### src/rtl/cic3_droop_comp.sv
// cic3_droop_comp
//   Droop-compensation FIR that sits after the 3rd-order CIC decimator. It
//   applies a fixed 5-tap symmetric kernel h = {-1,-2,38,-2,-1}/32, using one
//   time-multiplexed MAC. The result is rounded half-up and clamped to
//   [0, 2^NUMBITS-1].
//
//   Ports
//     clk        system clock (CIC modulator domain)
//     reset_n    synchronous active-low reset
//     in_data    unsigned CIC output sample
//     in_valid   sample strobe; transfer when in_valid & in_ready
//     in_ready   high while idle
//     bypass     skip filtering for this sample (sampled at acceptance)
//     out_data   compensated sample, held until the next result
//     out_valid  one-cycle pulse when out_data updates
//     overrun    sticky: a sample was offered while busy (and dropped)
//
//   Timing: accept edge 0, MAC on edges 1..5, result on edge 6.
//   The minimum accept spacing is therefore 7 clk.
module cic3_droop_comp #(
    parameter int NUMBITS = 25
) (
    input  logic               clk,
    input  logic               reset_n,
    input  logic [NUMBITS-1:0] in_data,
    input  logic               in_valid,
    output logic               in_ready,
    input  logic               bypass,
    output logic [NUMBITS-1:0] out_data,
    output logic               out_valid,
    output logic               overrun
);

    // 38 * (2^NUMBITS-1) needs NUMBITS+6 magnitude bits. NUMBITS+9 leaves
    // headroom so the accumulator cannot wrap.
    localparam int AW = NUMBITS + 9;

    localparam logic signed [AW-1:0] RND  = {{(AW-5){1'b0}}, 5'd16};
    localparam logic signed [AW-1:0] OMAX = {{(AW-NUMBITS){1'b0}}, {NUMBITS{1'b1}}};

    typedef enum logic [1:0] {IDLE, MAC, SAT} state_t;

    state_t                    state_q, state_d;
    logic        [2:0]         idx_q, idx_d;
    logic signed [AW-1:0]      acc_q, acc_d;
    logic        [NUMBITS-1:0] x_q [5];
    logic        [NUMBITS-1:0] x_d [5];
    logic                      byp_q, byp_d;
    logic        [NUMBITS-1:0] out_data_q, out_data_d;
    logic                      out_valid_q, out_valid_d;
    logic                      ovr_q, ovr_d;

    // Tap select: coefficient and delay-line word for the current idx.
    logic signed [6:0]         coef;
    logic        [NUMBITS-1:0] xsel;
    logic signed [AW-1:0]      xs, cs, prod;
    logic signed [AW-1:0]      rnd_sum, shifted;
    logic        [NUMBITS-1:0] sat_val;

    always_comb begin
        coef = -7'sd1;
        xsel = x_q[0];
        case (idx_q)
            3'd0:    begin coef = -7'sd1; xsel = x_q[0]; end
            3'd1:    begin coef = -7'sd2; xsel = x_q[1]; end
            3'd2:    begin coef = 7'sd38; xsel = x_q[2]; end
            3'd3:    begin coef = -7'sd2; xsel = x_q[3]; end
            default: begin coef = -7'sd1; xsel = x_q[4]; end
        endcase
    end

    // Samples are zero-extended, so they are always non-negative in signed form.
    assign xs   = $signed({{(AW-NUMBITS){1'b0}}, xsel});
    assign cs   = $signed({{(AW-7){coef[6]}}, coef});
    assign prod = xs * cs;

    // Round half-up, then clamp into the unsigned output range.
    assign rnd_sum = acc_q + RND;
    assign shifted = rnd_sum >>> 5;

    always_comb begin
        if (shifted < 0)
            sat_val = '0;
        else if (shifted > OMAX)
            sat_val = {NUMBITS{1'b1}};
        else
            sat_val = shifted[NUMBITS-1:0];
    end

    // State register and datapath registers.
    always_ff @(posedge clk) begin
        if (!reset_n) begin
            state_q     <= IDLE;
            idx_q       <= '0;
            acc_q       <= '0;
            for (int i = 0; i < 5; i++) x_q[i] <= '0;
            byp_q       <= 1'b0;
            out_data_q  <= '0;
            out_valid_q <= 1'b0;
            ovr_q       <= 1'b0;
        end else begin
            state_q     <= state_d;
            idx_q       <= idx_d;
            acc_q       <= acc_d;
            x_q         <= x_d;
            byp_q       <= byp_d;
            out_data_q  <= out_data_d;
            out_valid_q <= out_valid_d;
            ovr_q       <= ovr_d;
        end
    end

    // Next-state logic.
    always_comb begin
        state_d = state_q;
        case (state_q)
            IDLE:    if (in_valid) state_d = MAC;
            MAC:     if (idx_q == 3'd4) state_d = SAT;
            SAT:     state_d = IDLE;
            default: state_d = IDLE;
        endcase
    end

    // Datapath next-state.
    always_comb begin
        idx_d       = idx_q;
        acc_d       = acc_q;
        x_d         = x_q;
        byp_d       = byp_q;
        out_data_d  = out_data_q;
        out_valid_d = 1'b0;
        ovr_d       = ovr_q;

        // Offers while busy are dropped; only the sticky flag records them.
        if (in_valid && state_q != IDLE) ovr_d = 1'b1;

        case (state_q)
            IDLE: begin
                if (in_valid) begin
                    // The delay line shifts even for bypassed samples.
                    x_d[4] = x_q[3];
                    x_d[3] = x_q[2];
                    x_d[2] = x_q[1];
                    x_d[1] = x_q[0];
                    x_d[0] = in_data;
                    byp_d  = bypass;
                    acc_d  = '0;
                    idx_d  = '0;
                end
            end
            MAC: begin
                acc_d = acc_q + prod;
                idx_d = idx_q + 3'd1;
            end
            SAT: begin
                out_data_d  = byp_q ? x_q[0] : sat_val;
                out_valid_d = 1'b1;
            end
            default: ;
        endcase
    end

    // Output logic.
    always_comb begin
        in_ready  = (state_q == IDLE);
        out_data  = out_data_q;
        out_valid = out_valid_q;
        overrun   = ovr_q;
    end

endmodule
### config.mk
export PLATFORM = sky130hd
export DESIGN_NAME = cic3_droop_comp
export DESIGN_NICKNAME = d
export VERILOG_FILES = /design/src/rtl/cic3_droop_comp.sv
export SDC_FILE = /design/constraint.sdc
export NUM_CORES = 1
export LEC_CHECK = 0
export ABC_AREA = 1
export CAP_MARGIN = 40
export CORE_MARGIN = 5
export CORE_UTILIZATION = 25
export CTS_BUF_LIST = sky130_fd_sc_hd__clkbuf_8
export CTS_CLUSTER_DIAMETER = 150
export CTS_CLUSTER_SIZE = 25
export DETAILED_ROUTE_END_ITERATION = 8
export HOLD_SLACK_MARGIN = 0.12
export MAX_ROUTING_LAYER = met4
export PLACE_DENSITY = 0.42
export SKIP_LAST_GASP = 1
export SYNTH_ARGS = -nofsm -noshare
export SYNTH_HDL_FRONTEND = slang
export SYNTH_SLANG_ARGS = --single-unit
### constraint.sdc
create_clock -name clk -period 6.9 [get_ports clk]
set_input_delay 1.38 -clock clk [delete_from_list [all_inputs] [get_ports clk]]
set_output_delay 1.38 -clock clk [all_outputs]
set_load 0.03 [all_outputs]
* After elaboration in Yosys (flattened, before gate mapping) *
Index checks and enable logic that the tools add are counted.

storage, ports and cells
  output and inout bits = 28
  register bits after elaboration = 192
  word-level logic and storage cells = 48
  bits of input ports = 29

cells by class
  equal/unequal tests = 8
  multiply operators = 1
  reductions and logical operators = 9
  multiplexer cells = 13
  order comparisons = 2
  add/subtract/negate cells = 3

operators with widths
  operator                                                          number
  one-hot mux 25 bit (4 select lines)                               1
  two-way mux 25 bit                                                3
  one-hot mux 34 bit (2 select lines)                               1
  adder 34 x 33 -> 34 bit                                           1
  adder 34 x 6 -> 34 bit (second input constant)                    1
  two-way mux 34 bit                                                1
  multiplier 26 x 7 -> 33 bit                                       1
  greater-than comparator 29 x 26 -> 1 bit (second input constant)  1
  < comparator 29 x 1 -> 1 bit (second input constant)              1
  one-hot mux 7 bit (2 select lines)                                1
  == test 3 x 2 -> 1 bit (second input constant)                    2
  one-hot mux 3 bit (2 select lines)                                1
  AND reduction 2 bit                                               3
  two-way mux 2 bit                                                 2
  != test 2 bit (second input constant)                             2
  one-hot mux 2 bit (2 select lines)                                1
  nonzero test 2 bit                                                2
  adder 3 x 1 -> 3 bit (second input constant)                      1
  == test 3 x 1 -> 1 bit (second input constant)                    1
  == test 3 bit (second input constant)                             1
  zero test 3 bit                                                   1
  two-way mux 3 bit                                                 1
  == test 2 x 1 -> 1 bit (second input constant)                    1
  == test 2 bit (second input constant)                             1
  4 further kinds                                                   4

* Depth between registers and ports, before layout *
  depth in word-level cells = 6
  gate-level depth with buffers = 32
  gate-level depth less buffers = 32

* Worst setup path before layout *
No wires, ideal clock.

  kind = register -> register
  from = reg idx_q[0]
  to = reg acc_q[15]
  data arrival time = 5.418 ns
  setup slack = 1.350 ns
  setup time = 0.132 ns
  required time = 6.768 ns
  path buffers = 2
  cell stages (with the launch flop) = 26
  period minus slack after synthesis = 5.550 ns
  cell sequence = dfxtp_1 > ha_1 > ha_1 > buf_2 > nor3_2 > nand2_2 > buf_4 > o21ai_1 > inv_1 > nor2_1 > fa_1 > fa_1 > fa_1 > inv_1 > fa_1 > inv_1 > ha_1 > a21oi_1 > nor2_1 > nor2_1 > nand2_1 > nand2_1 > nand2_1 > or2_2 > nand3_1 > a21oi_1

on the way
  longest elaborated chain between the ends = 6
  elaborated cells on any way between the ends = 10
  those cells by class = add/sub: 1; mul: 1; eq/ne: 3; mux: 3; reduce/logical: 2

RTL lines
  what                                                                     RTL line  text
  from (decl)                                                              44        logic [2:0] idx_q, idx_d;
  from (signal assigned)                                                   103       idx_q <= idx_d;
  == test 3 x 2 -> 1 bit / == test 3 x 1 -> 1 bit (equally long branches)  63        case (idx_q)
  OR reduction 2 bit (no source line)                                      --
  one-hot mux 7 bit (2 select lines)                                       63
  multiplier 26 x 7 -> 33 bit *                                            75        assign prod = xs * cs;
  adder 34 x 33 -> 34 bit *                                                152       acc_d = acc_q + prod;
  one-hot mux 34 bit (2 select lines) *                                    137       case (state_q)
  to (signal assigned)                                                     95        acc_q <= '0;
  to (signal assigned)                                                     104       acc_q <= acc_d;
  to (decl)                                                                45        logic signed [AW-1:0] acc_q, acc_d;

Every way passes the cells marked *; elsewhere a longest branch is shown, timed or not.
A chain may end at the register's enable or synchronous reset.

* Worst setup path after layout *
  from = reg idx_q[0]
  to = reg acc_q[27]

Same word-level chain as after synthesis.

==> run metrics <==
DRC Markers=0; filler instances=6602; DR pass1 iterations=5; top post-synthesis cells by area=dfxtp_1 25%, fa_1 19%, nor2_1 9.5%; area of the multi-input gates=9770 um^2; most common cell in the synthesized netlist=nor2_1; Synth cell types=47; Worst-path clk slew=0.12 ns; via count=13100; unrepaired setup endpoints after global routing=false; Syn Nets=2313; yosys warns=0; flops & latches, synth=192; post-layout net count=2328; die area=65800 um^2; Max Buffers Root-to-Sink=2; HPWL after DPL=37.0 mm; core region area=60200 um^2; area leader, netlist=dfxtp_1; Synth Area in Adders=0.258; DR iter-0 viols=754; Achievable Freq=160 MHz; mux share of post-synthesis cell area=0; EDFF count, synth=0; vias per cell=4.58; Fin Hold WS=0.463 ns; status=finished, final reports clean; pin slew with the least headroom to its limit=0.811 ns; first-pass GRT wire length=75.7 mm; Site Rows=90; worst rel slew slack=0.458; Clock Latency Late Sink=0.56 ns; Async SR Flop Fraction=0; RD Place Congestion=0.866; xor/xnor share of the synthesized area=0.0161; Die W=256 um; CTS tree=yes; Post-CTS Resized=0; Detailed Route WL=48.0 mm; CTS buffer count=17; largest net degree at the start of global routing=87; antenna-violating nets left=0; largest family of logic cells by synthesized area=adder cells; Final Max Slew Viols=0; vias in the first global route=13000; Min-Delay Path Class=flop to flop; initial antenna violation count=1; Root Buffer=clkbuf_8; clk sink count=192; WP data arrival=6.76 ns; GRT Total Usage=0.150; ys flop type=dfxtp_1; Post-Syn Instances=2058; WP data required=7.40 ns; Post-CTS Hold Buffers=0; Post-CTS Setup Bufs=0; max-cap viol count=0; CP Capture Type=flop; critical path's slowest cell=fa_1; starting density of the core=0.252; setup TNS=0 ns; endpoints failing setup=0; startpoint types=flop; DR WL/cell=16.7 um; Layout area overhead=11.7%; final period utilization=0.907; Mean Syn Cell Area=7.38 um^2; GRT overflow=0; Synth top area share=0.253; CTS H-tree lvls=4; Post-synth top cells=383 x nor2_1, 317 x inv_1, 290 x nand2_1; post-route clock skew=0.0163 ns; # IOs=57; Seq. cell area=3840 um^2; Post-Syn Area=15200 um^2; chip height=256 um; Final Critical Period=6.26 ns; Crit Path Max Fanout=26; Port-buffer cells=56; count of final hold-check violations=0; post-synthesis compound-gate area fraction=0.146; layout cells sized above 1=0.0628; area share of and/or/nand/nor cells after synthesis=0.222; critical path class=flop to flop; Most common cell on crit path=nand2_1; Max stage delay on crit path=0.54 ns; sequential element share of the synthesized area=0.253
## worst max-delay path, delay by kind of cell, from the launching register on
kind / cells / cell delay, ns
simple gates: 11 / 1.30
fa+ha+maj: 7 / 2.80
compound gates: 4 / 1.02
flops: 1 / 0.37
buf+inv: 6 / 0.69
## cell usage in the layout, fill, tap and decap left out, drive strengths merged, types with 2 or more instances in the layout
| cell type | synthesis | final |
|---|---|---|
| nor2 | 395 | 395 |
| inv | 321 | 328 |
| nand2 | 309 | 309 |
| o21ai | 202 | 202 |
| dfxtp | 192 | 192 |
| fa | 145 | 145 |
| a21oi | 135 | 135 |
| ha | 81 | 81 |
| nand3 | 75 | 75 |
| clkdlybuf4s50 | 0 | 55 |
| buf | 19 | 25 |
| a22o | 23 | 23 |
| clkbuf | 65 | 17 |
| xor2 | 16 | 16 |
| xnor2 | 12 | 12 |
| a221oi | 10 | 10 |
| nand4 | 9 | 9 |
| or2 | 9 | 9 |
| nor3 | 8 | 8 |
| clkinv | 1 | 6 |
| a22oi | 5 | 5 |
| nor4 | 5 | 5 |
| a21boi | 5 | 5 |
| nand3b | 4 | 4 |
| o21bai | 3 | 3 |
| a31oi | 2 | 2 |
| o21a | 2 | 2 |
| and2 | 2 | 2 |
| clkinvlp | 0 | 2 |
## kinds of logic after synthesis
family,after synthesis
xor gates and xnor gates,28
buffers and inverters,406
and+or+nand+nor,816
DFF,192
AOI/OAI and AO/OA,390
adders and majority gates,226
## sequential cells by signal (all words and copies together), names as in the netlist
register,cells
state_q,2
x_q,125
byp_q,1
out_valid,1
overrun,1
idx_q,3
out_data,25
acc_q,34
## routing by layer
layer,global-route usage,vias to the layer above,wire length [um]
li1,-,6496,-
met1,0.200,6375,22900
met2,0.240,230,22800
met3,0.0272,32,1660
met4,0.0355,0,665
met5,-,-,0
## through the flow
stage          std cells  setup WS [ns]  cell area (um^2)   util
3_5_place_dp        2836          0.618             16600  0.275
5_1_grt             2869          0.221             17000  0.282
6_report            2869          0.641             17000  0.282
3_3_place_gp        2834          0.651             16500  0.274
2_1_floorplan       2058           1.35             15200      -
4_1_cts             2868          0.589             17000  0.281
## worst paths after layout
kind                            startpoint         to  slack, ns  cells after the start
worst max-delay path              idx_q[0]  acc_q[27]       0.64                     28
worst min-delay path               overrun    overrun       0.46                      2
worst max register to register    idx_q[0]  acc_q[27]       0.64                     28
worst min register to register     overrun    overrun       0.46                      2
## area by class of cell
type                    count  share of cell area
diodes                      1            0.000148
clock buffers              17              0.0138
clock inverters            15             0.00915
inverters                 322              0.0714
multi-input cells        1460               0.576
flip-flops and latches    192               0.227
well taps                 782              0.0577
repair buffers             80              0.0451
Power is left out: the tool's default activity adds up to more than one toggle a clock period on the data nets, which glitch-free logic cannot reach.
